$ cat config.mk
export PLATFORM = sky130hd
export DESIGN_NAME = id_ex_forward_reg
export DESIGN_NICKNAME = d
export VERILOG_FILES = /design/src/rtl/id_ex_forward_reg.sv
export SDC_FILE = /design/constraint.sdc
export NUM_CORES = 1
export LEC_CHECK = 0
export CAP_MARGIN = 20
export CORE_MARGIN = 1
export CORE_UTILIZATION = 30
export DETAILED_ROUTE_END_ITERATION = 8
export GPL_TIMING_DRIVEN = 1
export PLACE_DENSITY = 0.65
export SYNTH_ARGS = -nofsm -noshare
export SYNTH_HDL_FRONTEND = slang
export SYNTH_SLANG_ARGS = --single-unit
$ cat constraint.sdc
create_clock -name clk -period 2 [get_ports clk]
set_input_delay 0.4 -clock clk [delete_from_list [all_inputs] [get_ports clk]]
set_output_delay 0.4 -clock clk [all_outputs]
set_load 0.05 [all_outputs]
$ cat src/rtl/id_ex_forward_reg.sv
// -----------------------------------------------------------------------------
// id_ex_forward_reg
//
// ID/EX pipeline register with the operand-forwarding muxes in front of it.
// In the ID stage, the rs/rt operands are chosen from the register file, the
// EX-stage ALU result or the MEM-stage write-back data. They are then
// registered into EX together with the ID control fields. A branch/jump flush
// or a load-use stall loads a bubble instead. A load-use stall also raises
// if_id_hold so that the PC and IF/ID keep the stalled instruction for one
// cycle. Two saturating counters record how many bubbles each cause inserted.
//
// Ports
//   clk, reset       rising-edge clock; synchronous reset, active-low
//   id_valid         ID stage holds a real instruction
//   rs_data/rt_data  register-file read data
//   ex_result        ALU result of the instruction in EX   (1-step source)
//   mem_result       write-back data of the instr in MEM   (2-step source)
//   ForwardA/B       00 regfile, 01 ex_result, 10 mem_result, 11 regfile
//   LW_Stall, flush  hazard-unit stall request, branch/jump kill
//   id_*             ID control fields and immediate
//   ex_*             registered EX-stage operands and controls
//   if_id_hold       combinational freeze for PC and IF/ID
//   stall_cnt        load-use bubbles inserted (saturating)
//   flush_cnt        flush bubbles inserted (saturating)
// -----------------------------------------------------------------------------
module id_ex_forward_reg #(
  parameter int unsigned DATA_W = 32,
  parameter int unsigned ADDR_W = 5,
  parameter int unsigned CNT_W  = 16
) (
  input  logic              clk,
  input  logic              reset,
  input  logic              id_valid,
  input  logic [DATA_W-1:0] rs_data,
  input  logic [DATA_W-1:0] rt_data,
  input  logic [DATA_W-1:0] ex_result,
  input  logic [DATA_W-1:0] mem_result,
  input  logic [1:0]        ForwardA,
  input  logic [1:0]        ForwardB,
  input  logic              LW_Stall,
  input  logic              flush,
  input  logic              id_reg_write,
  input  logic              id_mem_read,
  input  logic              id_mem_write,
  input  logic [3:0]        id_alu_op,
  input  logic [ADDR_W-1:0] id_write_addr,
  input  logic [DATA_W-1:0] id_imm,
  output logic              ex_valid,
  output logic [DATA_W-1:0] ex_op_a,
  output logic [DATA_W-1:0] ex_op_b,
  output logic [DATA_W-1:0] ex_imm,
  output logic              ex_reg_write,
  output logic              ex_mem_read,
  output logic              ex_mem_write,
  output logic [3:0]        ex_alu_op,
  output logic [ADDR_W-1:0] ex_write_addr,
  output logic              if_id_hold,
  output logic [CNT_W-1:0]  stall_cnt,
  output logic [CNT_W-1:0]  flush_cnt
);

  localparam logic [CNT_W-1:0] CNT_MAX = {CNT_W{1'b1}};

  // Pipeline register state
  logic              valid_q,      valid_d;
  logic [DATA_W-1:0] op_a_q,       op_a_d;
  logic [DATA_W-1:0] op_b_q,       op_b_d;
  logic [DATA_W-1:0] imm_q,        imm_d;
  logic              reg_write_q,  reg_write_d;
  logic              mem_read_q,   mem_read_d;
  logic              mem_write_q,  mem_write_d;
  logic [3:0]        alu_op_q,     alu_op_d;
  logic [ADDR_W-1:0] write_addr_q, write_addr_d;
  logic [CNT_W-1:0]  stall_cnt_q,  stall_cnt_d;
  logic [CNT_W-1:0]  flush_cnt_q,  flush_cnt_d;

  // Forwarded operands and bubble qualifiers
  logic [DATA_W-1:0] fwd_a;
  logic [DATA_W-1:0] fwd_b;
  logic              stall_bubble;

  // The reserved code 11 falls through to the register-file value.
  always_comb begin
    fwd_a = rs_data;
    unique case (ForwardA)
      2'b01:   fwd_a = ex_result;
      2'b10:   fwd_a = mem_result;
      default: fwd_a = rs_data;
    endcase
  end

  always_comb begin
    fwd_b = rt_data;
    unique case (ForwardB)
      2'b01:   fwd_b = ex_result;
      2'b10:   fwd_b = mem_result;
      default: fwd_b = rt_data;
    endcase
  end

  // A flush wins over a stall, so a stall only counts when no flush is present.
  assign stall_bubble = LW_Stall & id_valid & ~flush;

  // The hold must not freeze IF/ID while the pipeline is being reset.
  assign if_id_hold = stall_bubble & reset;

  always_comb begin
    // The default is a bubble. The load case below overrides it.
    valid_d      = 1'b0;
    op_a_d       = '0;
    op_b_d       = '0;
    imm_d        = '0;
    reg_write_d  = 1'b0;
    mem_read_d   = 1'b0;
    mem_write_d  = 1'b0;
    alu_op_d     = '0;
    write_addr_d = '0;
    stall_cnt_d  = stall_cnt_q;
    flush_cnt_d  = flush_cnt_q;

    if (flush) begin
      if (flush_cnt_q != CNT_MAX) flush_cnt_d = flush_cnt_q + 1'b1;
    end else if (stall_bubble) begin
      // The forwarded ex_result belongs to the load's address computation.
      // It is dropped here with the bubble.
      if (stall_cnt_q != CNT_MAX) stall_cnt_d = stall_cnt_q + 1'b1;
    end else begin
      valid_d = id_valid;
      op_a_d  = fwd_a;
      op_b_d  = fwd_b;
      imm_d   = id_imm;
      // Without a real instruction, keep controls quiet so that neither the
      // hazard unit nor memory reacts to it.
      if (id_valid) begin
        reg_write_d  = id_reg_write;
        mem_read_d   = id_mem_read;
        mem_write_d  = id_mem_write;
        alu_op_d     = id_alu_op;
        write_addr_d = id_write_addr;
      end
    end
  end

  always_ff @(posedge clk) begin
    if (!reset) begin
      valid_q      <= 1'b0;
      op_a_q       <= '0;
      op_b_q       <= '0;
      imm_q        <= '0;
      reg_write_q  <= 1'b0;
      mem_read_q   <= 1'b0;
      mem_write_q  <= 1'b0;
      alu_op_q     <= '0;
      write_addr_q <= '0;
      stall_cnt_q  <= '0;
      flush_cnt_q  <= '0;
    end else begin
      valid_q      <= valid_d;
      op_a_q       <= op_a_d;
      op_b_q       <= op_b_d;
      imm_q        <= imm_d;
      reg_write_q  <= reg_write_d;
      mem_read_q   <= mem_read_d;
      mem_write_q  <= mem_write_d;
      alu_op_q     <= alu_op_d;
      write_addr_q <= write_addr_d;
      stall_cnt_q  <= stall_cnt_d;
      flush_cnt_q  <= flush_cnt_d;
    end
  end

  assign ex_valid      = valid_q;
  assign ex_op_a       = op_a_q;
  assign ex_op_b       = op_b_q;
  assign ex_imm        = imm_q;
  assign ex_reg_write  = reg_write_q;
  assign ex_mem_read   = mem_read_q;
  assign ex_mem_write  = mem_write_q;
  assign ex_alu_op     = alu_op_q;
  assign ex_write_addr = write_addr_q;
  assign stall_cnt     = stall_cnt_q;
  assign flush_cnt     = flush_cnt_q;

endmodule

Word-level counts from Yosys, hierarchy flattened
Cells that the tools add are included.

cells by class
  $add $sub $neg = 2
  multiply operators = 0
  div/mod/pow operators = 0
  order comparisons = 0
  equal/unequal tests = 6
  shift operators = 0
  multiplexer cells = 2
  bitwise operators = 6
  reduce and logical (&&, ||, !) cells = 4

operator list
  operator                                                                number
  32-bit one-hot mux with 2 select lines                                  2
  16-bit by 1-bit adder with 16-bit output (second input constant)        2
  16-bit != test (second input constant)                                  2
  2-bit by 1-bit equality test with 1-bit output (second input constant)  2
  2-bit equality test (second input constant)                             2
  4-bit OR reduction                                                      1
  1-bit AND                                                               3
  1-bit inverter                                                          3
  3-bit AND reduction                                                     1
  3-bit OR reduction                                                      1
  2-bit AND reduction                                                     1

storage, ports and cells
  register bits = 141
  latch bits = 0
  bits in writable memories = 0
  bits in read-only memories = 0
  bits of input ports = 181
  output and inout port bits = 142
  word-level logic and storage cells = 31
  memories = 0

Logic depth before layout (Yosys ltp)
  word-level depth = 3
  depth in mapped cells = 7
  gate-level depth less buffers = 6

Least setup slack after synthesis
OpenSTA, ideal clock, no wires.

  path kind = register -> register
  start = register stall_cnt_q[2], in the netlist stall_cnt[2]
  end = register stall_cnt_q[9], in the netlist stall_cnt[9]
  arrival = 2,082 ps
  slack = -152 ps
  cell stages (with the launch flop) = 5
  path buffers = 0
  period minus slack after synthesis = 2,152 ps
  cells stage by stage = dfxtp_1 nand4_1 or4_4 or4_1 a21oi_1

on the way
  cells in the longest elaborated chain, start to end = 2

RTL lines
  element                                                                                           RTL line  source
  from (decl)                                                                                       74        logic [CNT_W-1:0] stall_cnt_q, stall_cnt_d;
  from (signal assigned)                                                                            167       stall_cnt_q <= stall_cnt_d;
  parallel branches: the longest is 2 deep, another holds 16-bit by 1-bit adder with 16-bit output  -

Parallel ways; which one is timed is not known.
A chain may end at the register's enable or synchronous reset.

Final worst setup path
  start = register op_a_q[31], in the netlist ex_op_a[31]
  end = output ex_op_a[31]

RTL lines
  element                 RTL line  source
  from (decl)             66        logic [DATA_W-1:0] op_a_q, op_a_d;
  from (signal assigned)  159       op_a_q <= op_a_d;
  to (decl)               49        output logic [DATA_W-1:0] ex_op_a,

No word-level cell between the ends.

==> results.txt <==
----------------------------------------------------
[Run status]
  Outcome ... finished, final reports clean

[Die]
  Starting density of the core ... between 30% and 40%
  Num ports ... roughly 320
  Die extent in x ... between 100 and 150 µm
  Row count ... 50
  Total die area ... 19,600 µm²
  Die Height ... ~140 µm
  Core region area ... between 15,000 and 20,000 µm²

[Routing]
  Detailed-route DRC error count ... 0
  Vias per cell ... between 4 and 5
  Total length of routed wires ... slightly above 20,000 µm
  Starting DRT DRC Count ... around 320
  Number of iterations in the first detailed-routing pass ... 7
  Routed via count ... 6,059
  Routed length per placed instance ... 16.2 µm
  Number of nets still failing antenna checks after routing ... 0

[Setup path]
  Family with the most delay on the worst path ... buffers and inverters
  Critical Path Start Type ... flop
  CP arrival ... approximately 1.6 ns
  Worst Setup Path Type ... reg -> out
  CP Capture Type ... output pin
  Ordered list of cells on the worst path ... clkdlybuf4s50_1
  Critical Path Slowest Stage Cell ... clkdlybuf4s50_1
  Worst path buffer plus inverter count ... 1
  Highest cell delay on the worst timing path ... between 0.8 and 0.9 ns
  Maximum fanout count along the critical path ... 1
  Data required, critical path ... roughly 1.6 ns

[Clock tree]
  Clk pin slew, worst setup/hold paths ... around 0.06 ns
  CTS max path bufs ... 2
  Clock tree from TritonCTS ... built
  H-tree depth reported by CTS ... 4
  Number of sinks handled by clock tree synthesis ... around 140
  Post-CTS setup buffer count ... 0
  Num CTS Buffers ... 17
  CTS hold repair buffers ... 0
  Clock network latency to the later pin of the worst-skew pair ... 0.41 ns
  Post-CTS Resized ... 18
  Root buffer selected by CTS ... clkbuf_16

[Placed design]
  Pre-CTS WS ... -0.363 ns
  Half-perimeter wire length of the detailed placement result ... about 15,000 µm
  Placed cell area ... 9450 µm²
  IO buf count ... around 320
  Gpl congestion ... 0.816

[Synth]
  Gate Count Post-Synth ... 670
  Largest area contributor in the synthesized netlist ... dfxtp_1
  Synth Net Count ... between 800 and 900
  Share of Yosys cell area claimed by the top area cell type ... about half
  Mapped Avg Cell Area ... 8.51 µm²
  Count of flip-flops with a built-in enable after synthesis ... 0
  Xor/xnor cell area share of the yosys netlist ... less than 1%
  Asr flop ratio synth ... 0%
  Synth unique cells ... 46
  Sequential cell area fraction in the yosys report ... 49.5%
  Count of synthesis-stage warnings from yosys ... 0
  Biggest area contributors in the synthesized netlist ... dfxtp_1 (49%), nor2_1 (8.8%), a22oi_1 (8.4%)
  Commonest register cell after synthesis ... dfxtp_1
  Multiplexer share of the synthesized area ... between 2 and 3%
  Flip-flop and latch count after synthesis ... 141
  Share of synthesized cell area in and, or, nand and nor gates ... 24.0%
  Mapped Area ... about 5700 µm²
  Largest family of logic cells by synthesized area ... simple AND/OR/NAND/NOR gates
  Post-synthesis share of cell area spent on full adders, half adders and majority gates ... 1.32%
  Compound-gate portion of the synthesized area ... approximately 18%

[STA]
  Final worst-path cycle share ... between 90% and 100%
  Final Hold Viols ... 0
  Min setup slack post-route ... 0.0426 ns
  Transition time at the pin with the least slew margin ... 0.567 ns
  Final setup violating endpoints ... 0
  Shortest clock period the worst path allows after layout ... slightly below 2 ns
  Maximum operating frequency ... between 500 and 600 MHz
  Worst-case clock skew ... around 0.0085 ns
  Number of pins exceeding their max-slew limit in the final report ... 0
  Headroom to the max-slew limit ... 62.1%
  Unrepaired setup endpoints after global routing ... no

[Layout]
  Number of fill cells ... approximately 1,800
  Layout Nets ... 1,191
  Synthesis-to-finish area growth ... 76.1%
  Design Area, Final ... roughly 10,000 µm²
  Share of cells above drive strength 1 ... between 10% and 20%

[Global route]
  Total gr overflow ... 0
  Via count of the first global-routing pass ... ~6,000
  Total Routing Usage GR ... 20.9%
  Wire length of the first global-routing pass ... ~32,000 µm
  Antenna violations before repair ... 1
  Maximum number of pins on one net before global-route repair ... between 60 and 70

[Pwr]
  Power per standard cell area ... between 700 and 800 nW/µm²
  Net switching power ... ~2.2 mW
  Leak Pwr ... about 4.0 nW
  Cell-internal power ... roughly 5.2 mW
  Share of power burned in the clock network ... between 40% and 50%
  Sequential cell fraction of total power ... between 30% and 40%
  Overall Power ... 7.45 mW
  VDD IR max ... 0.000580 V
  Switching share of power ... slightly below 30%
  Part of the power in combinational logic ... 18.7%

[Worst hold path]
  Class of the worst hold path ... reg -> reg

[Run]
  MaxCap Viol Count ... 0

----------------------------------------------------
-- flip-flops by register name, indices dropped and copies added, names as in the netlist --
| name | cells |
|---|---|
| ex_valid | 1 |
| ex_write_addr | 5 |
| ex_reg_write | 1 |
| flush_cnt | 16 |
| ex_imm | 32 |
| ex_alu_op | 4 |
| ex_op_b | 32 |
| ex_mem_read | 1 |
| ex_op_a | 32 |
| stall_cnt | 16 |
| ex_mem_write | 1 |
-- cell usage in the layout, fill, tap and decap left out, drive strengths merged, types with 4 or more instances in the layout --
cell type        n
a21oi           76
a22oi           64
and2            33
and3            16
buf             60
clkbuf          17
clkdlybuf4s50  279
clkinv           4
dfxtp          141
dlygate4sd2     17
dlymetal6s2s     6
ha               6
inv             16
mux2i           17
nand2           34
nand2b          14
nand3           16
nand4            6
nor2           133
nor3             4
nor4             8
o21ai            8
or3              4
-- cells by family after synthesis --
group	count (synthesis)
AO/OA/AOI/OAI	166
XOR/XNOR	1
adder cells (fa/ha/maj)	6
buffers and inverters	55
flip-flops	141
multiplexers	17
AND/OR/NAND/NOR	284
-- synth_stat cells, types with 2 or more instances --
cell and n:
a22oi_1 64, buf_1 4, nor3_1 4, or4_1 2, or3_1 4, buf_2 2
a21oi_1 76, nor2_1 133, inv_1 8, and3b_1 2, mux2i_1 17, ha_1 6
o21ai_0 8, nand2b_1 14, nand3_1 16, and3_1 16, nand4_1 6, clkbuf_1 40
dfxtp_1 141, nand2_1 34, nor4_1 8, and4_1 3, o31ai_1 2, a211oi_1 3
o41ai_1 2, and2_1 33, or2_2 3
-- layout make-up --
type	count	area, µm²	area share, %
repair buffers	362	3600	35.9
flip-flops and latches	141	2840	28.2
multi-input cells	474	2680	26.7
clock buffers	17	425	4.24
well taps	234	293	2.92
clock inverters	15	170	1.69
inverters	8	30.0	0.299
diodes	1	2.50	0.0249
-- stage by stage --
step           hold WS [ns]  TNS [ns]  util [%]  std cells
6_report              0.491         0      53.9       1252
5_1_grt               0.518         0      53.9       1252
4_1_cts               0.489         0      53.8       1251
3_5_place_dp          0.481     -1.97      50.7       1219
3_3_place_gp          0.472     -1.57      50.7       1219
2_1_floorplan         0.522         0         -        670
-- power by group through the flow --
stage               registers [mW]  logic (mW)  clock network (mW)
finish                        2.92        1.39                3.14
floorplan                     3.29       0.368                   0
detailed placement            2.99        1.40                   0
CTS                           2.92        1.40                3.22
global route                  2.93        1.49                3.34
global placement              2.99        1.39                   0
-- routing by layer --
layer,share of wire (%),wire length [µm],GRT usage [%],up-vias
li1,-,-,-,3028
met1,42,8510,24.8,2760
met2,48,9720,35.5,253
met3,8.8,1790,7.12,18
met4,1.4,289,6.19,0
met5,0,0,0,-
-- path summary, 6_finish.rpt --
| kind | start | end | slack (ns) | cells after the start |
|---|---|---|---|---|
| min reg2reg | stall_cnt[10]$_SDFFE_PN0P_ | stall_cnt[10]$_SDFFE_PN0P_ | 0.49 | 1 |
| min | stall_cnt[10]$_SDFFE_PN0P_ | stall_cnt[10]$_SDFFE_PN0P_ | 0.49 | 1 |
| max | ex_op_a[31]$_SDFF_PP0_ | ex_op_a[31] | 0.04 | 1 |
| max reg2reg | flush_cnt[8]$_SDFFE_PN0P_ | flush_cnt[15]$_SDFFE_PN0P_ | 0.21 | 5 |
Note: power is estimated with default switching activity, not from simulation.
